==> src/rtl/rr_arbiter8_pkg.sv <==
// Shared definitions for the 8-way round-robin arbiter: state encoding and requester count.
package rr_arbiter8_pkg;

  localparam int N = 8;

  typedef enum logic {
    IDLE  = 1'b0,
    GRANT = 1'b1
  } state_e;

endpackage

==> src/rtl/rr_arbiter8_pick8.sv <==
// Combinational round-robin pick: rotate req so ptr lands at bit 0, find first set, un-rotate.
module rr_pick8 (
  input  logic [7:0] req,
  input  logic [2:0] ptr,
  output logic [7:0] pick,
  output logic [2:0] idx,
  output logic       any_req
);

  logic [15:0] dbl;
  logic [7:0]  rot;
  logic [2:0]  ridx;
  logic        found;

  always_comb begin
    dbl     = {req, req} >> ptr;
    rot     = dbl[7:0];
    ridx    = 3'd0;
    found   = 1'b0;
    for (int i = 0; i < 8; i++) begin
      if (!found && rot[i]) begin
        ridx  = 3'(i);
        found = 1'b1;
      end
    end
    // Adding ptr back in 3-bit arithmetic undoes the rotation modulo 8.
    idx     = ridx + ptr;
    any_req = |req;
    pick    = any_req ? (8'b1 << idx) : 8'b0;
  end

endmodule

==> src/rtl/rr_arbiter8.sv <==
// Two-state round-robin arbiter: grants one requester until it strobes done, then rotates priority.
module rr_arbiter8 #(
  parameter int N = 8
) (
  input  logic         clk,
  input  logic         rst,
  input  logic [N-1:0] req,
  input  logic         done,
  output logic [N-1:0] grant,
  output logic         grant_valid,
  output logic         dbg_state,
  output logic [2:0]   dbg_ptr
);
  import rr_arbiter8_pkg::*;

  // Handshake: req is a level held by each requester; grant/grant_valid are registered and
  // held until the holder pulses done for one cycle in GRANT. done is ignored outside GRANT.

  state_e     state_q, state_d;
  logic [2:0] ptr_q, ptr_d;
  logic [2:0] gidx_q, gidx_d;
  logic [7:0] grant_q, grant_d;
  logic       valid_q, valid_d;

  logic [7:0] pick;
  logic [2:0] pick_idx;
  logic       any_req;

  rr_pick8 u_pick (
    .req     (req),
    .ptr     (ptr_q),
    .pick    (pick),
    .idx     (pick_idx),
    .any_req (any_req)
  );

  always_comb begin
    state_d = state_q;
    ptr_d   = ptr_q;
    gidx_d  = gidx_q;
    grant_d = grant_q;
    valid_d = valid_q;
    case (state_q)
      IDLE: begin
        if (any_req) begin
          grant_d = pick;
          gidx_d  = pick_idx;
          valid_d = 1'b1;
          state_d = GRANT;
        end
      end
      GRANT: begin
        // Pointer moves past the holder only on release; 3-bit wrap gives 7 -> 0.
        if (done) begin
          grant_d = 8'b0;
          valid_d = 1'b0;
          ptr_d   = gidx_q + 3'd1;
          state_d = IDLE;
        end
      end
      default: state_d = IDLE;
    endcase
  end

  always_ff @(posedge clk) begin
    if (rst) begin
      state_q <= IDLE;
      ptr_q   <= 3'd0;
      gidx_q  <= 3'd0;
      grant_q <= 8'b0;
      valid_q <= 1'b0;
    end else begin
      state_q <= state_d;
      ptr_q   <= ptr_d;
      gidx_q  <= gidx_d;
      grant_q <= grant_d;
      valid_q <= valid_d;
    end
  end

  assign grant       = grant_q;
  assign grant_valid = valid_q;
  assign dbg_state   = state_q;
  assign dbg_ptr     = ptr_q;

endmodule

==> config.mk <==
export PLATFORM = sky130hd
export DESIGN_NAME = rr_arbiter8
export DESIGN_NICKNAME = d
export VERILOG_FILES = /design/src/rtl/rr_arbiter8_pkg.sv /design/src/rtl/rr_arbiter8_pick8.sv /design/src/rtl/rr_arbiter8.sv
export SDC_FILE = /design/constraint.sdc
export NUM_CORES = 1
export LEC_CHECK = 0
export ABC_CLOCK_PERIOD_IN_PS = 4950
export CAP_MARGIN = 15
export CORE_ASPECT_RATIO = 1.4
export CORE_UTILIZATION = 35
export DETAILED_ROUTE_END_ITERATION = 16
export GPL_TIMING_DRIVEN = 0
export MAX_ROUTING_LAYER = met4
export PLACE_DENSITY = 0.62
export SLEW_MARGIN = 20
export SYNTH_ARGS = -nofsm -noshare
export SYNTH_HDL_FRONTEND = slang
export SYNTH_SLANG_ARGS = --single-unit
==> constraint.sdc <==
create_clock -name clk -period 4.95 [get_ports clk]
set_clock_uncertainty 0.2 [all_clocks]
set_input_delay 0.99 -clock clk [delete_from_list [all_inputs] [get_ports clk]]
set_output_delay 0.99 -clock clk [all_outputs]
set_load 0.1 [all_outputs]
==> run metrics, run 1 <==
Area Overhead vs Synth=28.9%; Synth Cell Area=1080 um^2; number of resized instances in the post-cts repair step=0; Final nets=171; via count of the routed design=1079; Cell variety after synth=44; die boundary width=48.9 um; H-tree levels=1; chain of cells forming the critical path=clkdlybuf4s50_1, inv_1, a21o_1, a32o_1, mux4_2, or2_2, ha_1, fa_1, xnor2_1, xor2_1, o21ai_0; startpoint of the most critical setup path=req[7]; average routed wire per standard cell=about 14 um; Least-Margin Pin Slew=just under 1 ns; via count of the first global-routing pass=1003; hold_sp=grant[5]; half-perimeter wire length after placement=between 2000 and 2500 um; footprint of the multi-input gates=between 700 and 800 um^2; die height=67.7 um; maximum single-stage delay on the critical path=0.57 ns; xor and xnor fraction of the mapped netlist area=3.24%; Reg-to-Reg Start=dbg_ptr[0]; cell with the biggest individual delay on the critical path=sky130_fd_sc_hd__clkdlybuf4s50_1; sum of negative setup slack=0 ns; Critical Path Sink Type=flop; largest family of logic cells by synthesized area=compound AO/OA/AOI/OAI gates; row cnt=23; Max clock buf depth=2; maximum clock frequency=0.231 GHz; Syn. warnings=0; number of nets with antenna violations after detailed routing=0; CTS tree=yes; final slew viol count=0; critical path class=primary input to flop; number of synthesized register bits=16; Max Cap Viol=0; placed cell count=189; shortest clock period the worst path allows after layout=roughly 4.3 ns; port bufs=21; DR pass1 iterations=4; GRT Overall Usage=17.5%; hold violation count in the final report=0; count of flip-flops with a built-in enable after synthesis=0; final setup vio count=0; kind of start point of the critical path=primary input; multiplexer share of the synthesized area=6.95%; capturing point of the worst reg2reg path=grant[5]; VDD IR max=about 120 uV; Synth async-reset ratio=0%; number of fill cells=288; Final Wtd Congestion=0.820; number of nets in the synthesized netlist=about 150; combined flip-flop and latch cell area=320 um^2; number of antenna violations at the first check in global routing=0; instance area at placement=around 1300 um^2; setup slack on the worst flop-to-flop path=slightly below 1 ns; Post-CTS Hold Buffers=0; Slew Limit Headroom=35.1%; core area=2910 um^2; Final Cell Area=1390 um^2; run status=complete, no violations; routed vias/inst=between 5 and 6; I/O pin total=24; unrepaired setup endpoints after global routing=false; Worst-Skew Late Latency=0.26 ns; r2r worst-path depth=11; TritonCTS Sinks=16; Post-Layout Cell Count=193; Min-Delay Path Class=flop to flop; WL final=about 2600 um; initial DRC count=37; clk root buf=sky130_fd_sc_hd__clkbuf_8; Data required, critical path=4.88 ns; CP Buf/Inv Count=2; clock edge transition at the registers on the reported setup and hold paths=approximately 0.060 ns; final period utilization=around 88%; fraction of final layout cells with drive strength greater than 1=6.41%; Adder-Cell Fraction of Synth Area=roughly 4.2%; delay-heaviest family, CP=buffers and inverters; post-synthesis average cell area=~8.2 um^2; largest driver fanout on the critical path=5; pin count of the biggest net entering global routing=11; cell leakage power=0.000532 uW; TritonCTS buffer count=3; proportion of synthesized chip area in sequential cells=approximately 30%; overflow left after global routing=0; Post-CTS Setup Repair Bufs=0; post-route total power=389 uW; fraction of the mapped netlist area in simple logic gates=24.6%; power density over the cells=280 nW/um^2; Critical Path AT=4.27 ns; residual DRC count=0; area of the die=3310 um^2; first-pass GRT wire length=4330 um; diodes inserted=0; Hold Path Cell Cnt=2; initial core utilization=a little under two fifths; worst min-delay path endpoint=grant[5]; Compound-Gate Fraction of Synth Area=between 20% and 30%; ys flop type=sky130_fd_sc_hd__dfxtp_1; synthesized instance count=131
per-stage QoR:
step / utilization [%] / hold WS (ns) / worst slack [ns]
3_5_place_dp: 46.0 / 0.243 / 0.343
6_report: 47.9 / 0.254 / 0.613
2_1_floorplan: - / 0.268 / 0.792
4_1_cts: 47.9 / 0.258 / 0.617
5_1_grt: 47.9 / 0.292 / 0.391
3_3_place_gp: 46.0 / 0.234 / 0.422
Yosys cell counts (3+ instances only):
cell type	instances	area (um^2)
sky130_fd_sc_hd__a21oi_1	8	40.0
sky130_fd_sc_hd__nand2b_1	5	31.3
sky130_fd_sc_hd__nor3_1	3	15.0
sky130_fd_sc_hd__inv_1	6	22.5
sky130_fd_sc_hd__o21ai_0	7	35.0
sky130_fd_sc_hd__nor2_1	13	48.8
sky130_fd_sc_hd__mux2i_1	3	30.0
sky130_fd_sc_hd__nor4_1	3	18.8
sky130_fd_sc_hd__a22o_1	4	35.0
sky130_fd_sc_hd__dfxtp_1	16	320
sky130_fd_sc_hd__xnor2_1	3	26.3
sky130_fd_sc_hd__clkbuf_1	6	22.5
sky130_fd_sc_hd__nand2_1	7	26.3
sky130_fd_sc_hd__nor2b_1	4	25.0
sky130_fd_sc_hd__a21o_1	3	22.5
sky130_fd_sc_hd__a211o_1	3	26.3
tightest hold or removal path, delay by kind of cell (launching register included):
family | cells | cell delay (ns)
AND/OR/NAND/NOR | 1 | 0.05
flip-flops | 1 | 0.32
AO/OA/AOI/OAI | 1 | 0.05
routing by layer:
layer | vias to the layer above | part of all wire (%) | global-route usage [%]
li1 | 537 | - | -
met5 | - | 0 | -
met1 | 510 | 40 | 16.7
met4 | 0 | 1.3 | 9.19
met3 | 4 | 2.8 | 0.901
met2 | 28 | 56 | 35.2
power by group:
group          leakage (uW)  total (uW)  switching, uW  internal (uW)
logic              0.000373         130           86.9           42.7
registers          0.000131         142           5.44            137
clock network     0.0000288         117           46.6           70.7
total              0.000532         389            139            250
cells by family (layout without fill, tap and decap cells):
logic type / count (synthesis) / count (layout)
AND/OR/NAND/NOR: 50 / 50
AO/OA/AOI/OAI: 39 / 39
flip-flops: 16 / 16
multiplexers: 5 / 5
buffers and inverters: 14 / 39
adder cells (fa/ha/maj): 3 / 3
XOR/XNOR: 4 / 4
how the worst max path moves through the flow:
stage               cells past startpoint   endpoint
global placement                       11   grant[5]
CTS                                    11   grant[5]
finish                                 11   grant[5]
detailed placement                     11   grant[5]
global route                           11   grant[5]
floorplan                              11  gidx_q[2]
sequential cells by signal, summed over array words and instances, names as in the netlist:
register	flops
grant_valid	1
grant	8
dbg_ptr	3
dbg_state	1
gidx_q	3
placed cells by master (no fill, tap or decap), drive strengths merged, types with 2 or more instances in the layout:
master,synthesis,layout
nand2b,5,5
and3,2,2
nand3,2,2
a21oi,8,8
a211oi,2,2
ha,2,2
dfxtp,16,16
a32o,2,2
clkbuf,6,10
nor2,13,13
xnor2,3,3
a21o,3,3
a211o,3,3
mux2i,3,3
mux4,2,2
nand3b,2,2
a22o,4,4
buf,2,2
nand2,7,7
nor4,3,3
and2,2,2
inv,6,6
a32oi,2,2
o21ai,7,7
or2,2,2
clkdlybuf4s50,0,21
nor3,3,3
nor2b,4,4
final cells by class:
cell class	count	share of cell area, %
repair buffers	21	15.1
inverters	6	1.62
plain buffers	8	2.25
clock buffers	4	3.96
flip-flops and latches	16	23.0
multi-input cells	101	50.7
well taps	37	3.33
No activity file was read; power rests on OpenSTA's default activity.
==> run 2, diff against run 1 <==
--- a/config.mk
+++ b/config.mk
@@ -6,7 +6,6 @@
 export NUM_CORES = 1
 export LEC_CHECK = 0
 export ABC_CLOCK_PERIOD_IN_PS = 4950
-export CAP_MARGIN = 15
 export CORE_ASPECT_RATIO = 1.4
 export CORE_UTILIZATION = 35
 export DETAILED_ROUTE_END_ITERATION = 16
==> results of run 2 <==
The final DEF is identical to that of run 1; final timing and power are the same.
==> RTL edit (config.mk and constraints of run 1) <==
Register the output `dbg_state` once more, without a reset; this adds one clock of latency there. The other outputs are not delayed to match.
--- a/src/rtl/rr_arbiter8.sv
+++ b/src/rtl/rr_arbiter8.sv
@@ -81,5 +81,7 @@
   assign grant       = grant_q;
   assign grant_valid = valid_q;
-  assign dbg_state   = state_q;
+  always_ff @(posedge clk) begin
+    dbg_state <= state_q;
+  end
   assign dbg_ptr     = ptr_q;
 
Formal check against the unedited RTL: not equivalent (Yosys sat finds a counterexample within 4 cycles, from zero or initial values and one cycle with rst high).
==> RTL edit against run 1 <==
First-iteration DRC count down 22%. Total power up 5.5%. Core utilization down 0.91 points. Largest power group is now combinational cells. Die area up 15%. Critical endpoint is now grant[3]. Setup slack worse by 350 ps. Critical path depth up 3. Synthesized area up 15%. Cell area up 14%. Wire length up 16%. Sequential cell count up 1.
==> RTL edit: results (changes against run 1) <==
status = complete, no violations
FILL cells = 336 (+17%)
synth unique cells = 43 (-2.3%)
Arr. time, crit path = 4670 ps (+400 ps)
largest net degree at the start of global routing = 11 (unchanged)
clock transition at the registers of the reported paths = 60 ps (about the same)
CTS buffer count = 3 (unchanged)
top cells by count, synth = dfxtp_1, nand2_1, mux2i_1
post-CTS setup buffer count = 0 (unchanged)
mux contribution to synthesized area = 20.0% (+13 points)
Syn Nets = 152 (+4.8%)
synth top area cells = dfxtp_1, mux2i_1, mux4_2, nand2_1, mux2_2
LEAKAGE = 0.602 nW (+13%)
H-tree depth = 1 (unchanged)
flop2flop setup slack = 800 ps (-180 ps)
Ys Warns = 0 (unchanged)
worst slew pin tran = 977 ps (+5.75 ps)
FF-to-FF Start = dbg_ptr[1]
nets = 180 (+5.3%)
CP Launch Point = req[6]
gpl congestion = 0.811 (-1.1%)
Synth async-reset ratio = 0% (unchanged)
Pre-Repair DR Iteration Count = 4 (unchanged)
Largest register FFs = 8 (unchanged)
clk root buf = clkbuf_8
post-synthesis compound-gate area fraction = 19.2% (-7.2 points)
clk_lat worst skew = 250 ps
GRT Util Overall = 17.9% (+0.37 points)
vias per inst = 5.63 (+0.69%)
max-slew violation count = 0 (unchanged)
Routed WL = 3.06 mm (+16%)
Seq/Total Area, Yosys = 27.3% (-2.3 points)
DPL Wire Length = 2.40 mm (+14%)
adder-cell share of the synthesized area = 3.62% (-0.55 points)
vias in the first global route = 1161 (+16%)
Max Buffers Root-to-Sink = 2 (unchanged)
# port buffers = 23 (+9.5%)
worst vdd ir = 188 uV (+52%)
first-pass GRT wire length = 5.02 mm (+16%)
ant diodes = 0 (unchanged)
XOR/XNOR Fraction of Synth Area = 1.41% (-1.8 points)
slowest stage delay, CP = 480 ps (-90 ps)
slowest cell on the critical path = clkdlybuf4s50_1
Switching Share = 37.0% (+1.3 points)
CP max FO = 7 (+2)
Worst Min Path Start = state_q
layout cells sized above 1 = 13.9% (+7.5 points)
Iter 0 DRT Violations = 29 (-22%)
initial antenna violation count = 0 (unchanged)
Min-Delay Path Class = register to register
-- RTL edit: changes by cell type after synthesis, moves of 4 or more --
cell / delta
mux2_2: +5
clkbuf_1: -5
nand2_1: +9
nand2b_1: -5
inv_1: -4
a22o_1: -4
mux2i_1: +8
-- RTL edit: per-stage QoR --
stage               worst slack, ps  cell area [um^2]  power [mW]  hold WS (ps)  cells
floorplan                       354              1240       0.270           189    138
finish                          267              1590       0.411           216    205
CTS                             134              1580       0.414           219    205
global route                  -1.68              1590       0.434           230    205
global placement               -209              1530       0.309           205    201
detailed placement             -260              1530       0.311           209    201
-- RTL edit: timing repair --
item                       CTS  global route
setup endpoints to repair    1             4
hold buffers                 0             0
resized for setup            1             2
-- RTL edit: cells by family (layout without fill, tap and decap cells) --
family | count (synthesis) | after routing
buffers and inverters | 9 | 36
xor gates and xnor gates | 2 | 2
and+or+nand+nor | 55 | 55
AOI/OAI and AO/OA | 32 | 32
DFF | 17 | 17
adders and majority gates | 3 | 3
muxes | 20 | 20
-- RTL edit: area by class of cell --
type	count	area share (%)
buffer	7	3.15
clock buffer	4	2.84
sequential	17	21.5
inverter	2	0.473
timing repair buffer	23	14.5
tap	40	3.15
multi-input combinational	112	54.4
-- RTL edit: power groups by stage --
stage / clock [mW] / sequential [mW] / combinational [mW]
2_1_floorplan: 0 / 0.197 / 0.0737
4_1_cts: 0.104 / 0.152 / 0.157
6_report: 0.101 / 0.152 / 0.158
3_5_place_dp: 0 / 0.155 / 0.156
5_1_grt: 0.112 / 0.153 / 0.169
3_3_place_gp: 0 / 0.155 / 0.154
-- RTL edit: final timing paths --
kind                     to  depth (start not counted)
setup / recovery   grant[3]                         14
hold / removal    dbg_state                          0
setup reg to reg   grant[3]                         14
hold reg to reg   dbg_state                          0
-- RTL edit: worst max-delay path, delay by kind of cell --
kind                     cells  cell delay, ps
multiplexers                 2             870
AND/OR/NAND/NOR              3             760
adder cells (fa/ha/maj)      2             570
AO/OA/AOI/OAI                5             770
buffers and inverters        1             480
XOR/XNOR                     1             250
-- RTL edit: layer usage --
metal | global-route usage, % | vias to the layer above | routed length (um)
li1 | - | 575 | -
met1 | 18.2 | 545 | 1300
met2 | 33.5 | 29 | 1600
met3 | 2.52 | 5 | 121
met4 | 6.14 | 0 | 37
met5 | - | - | 0
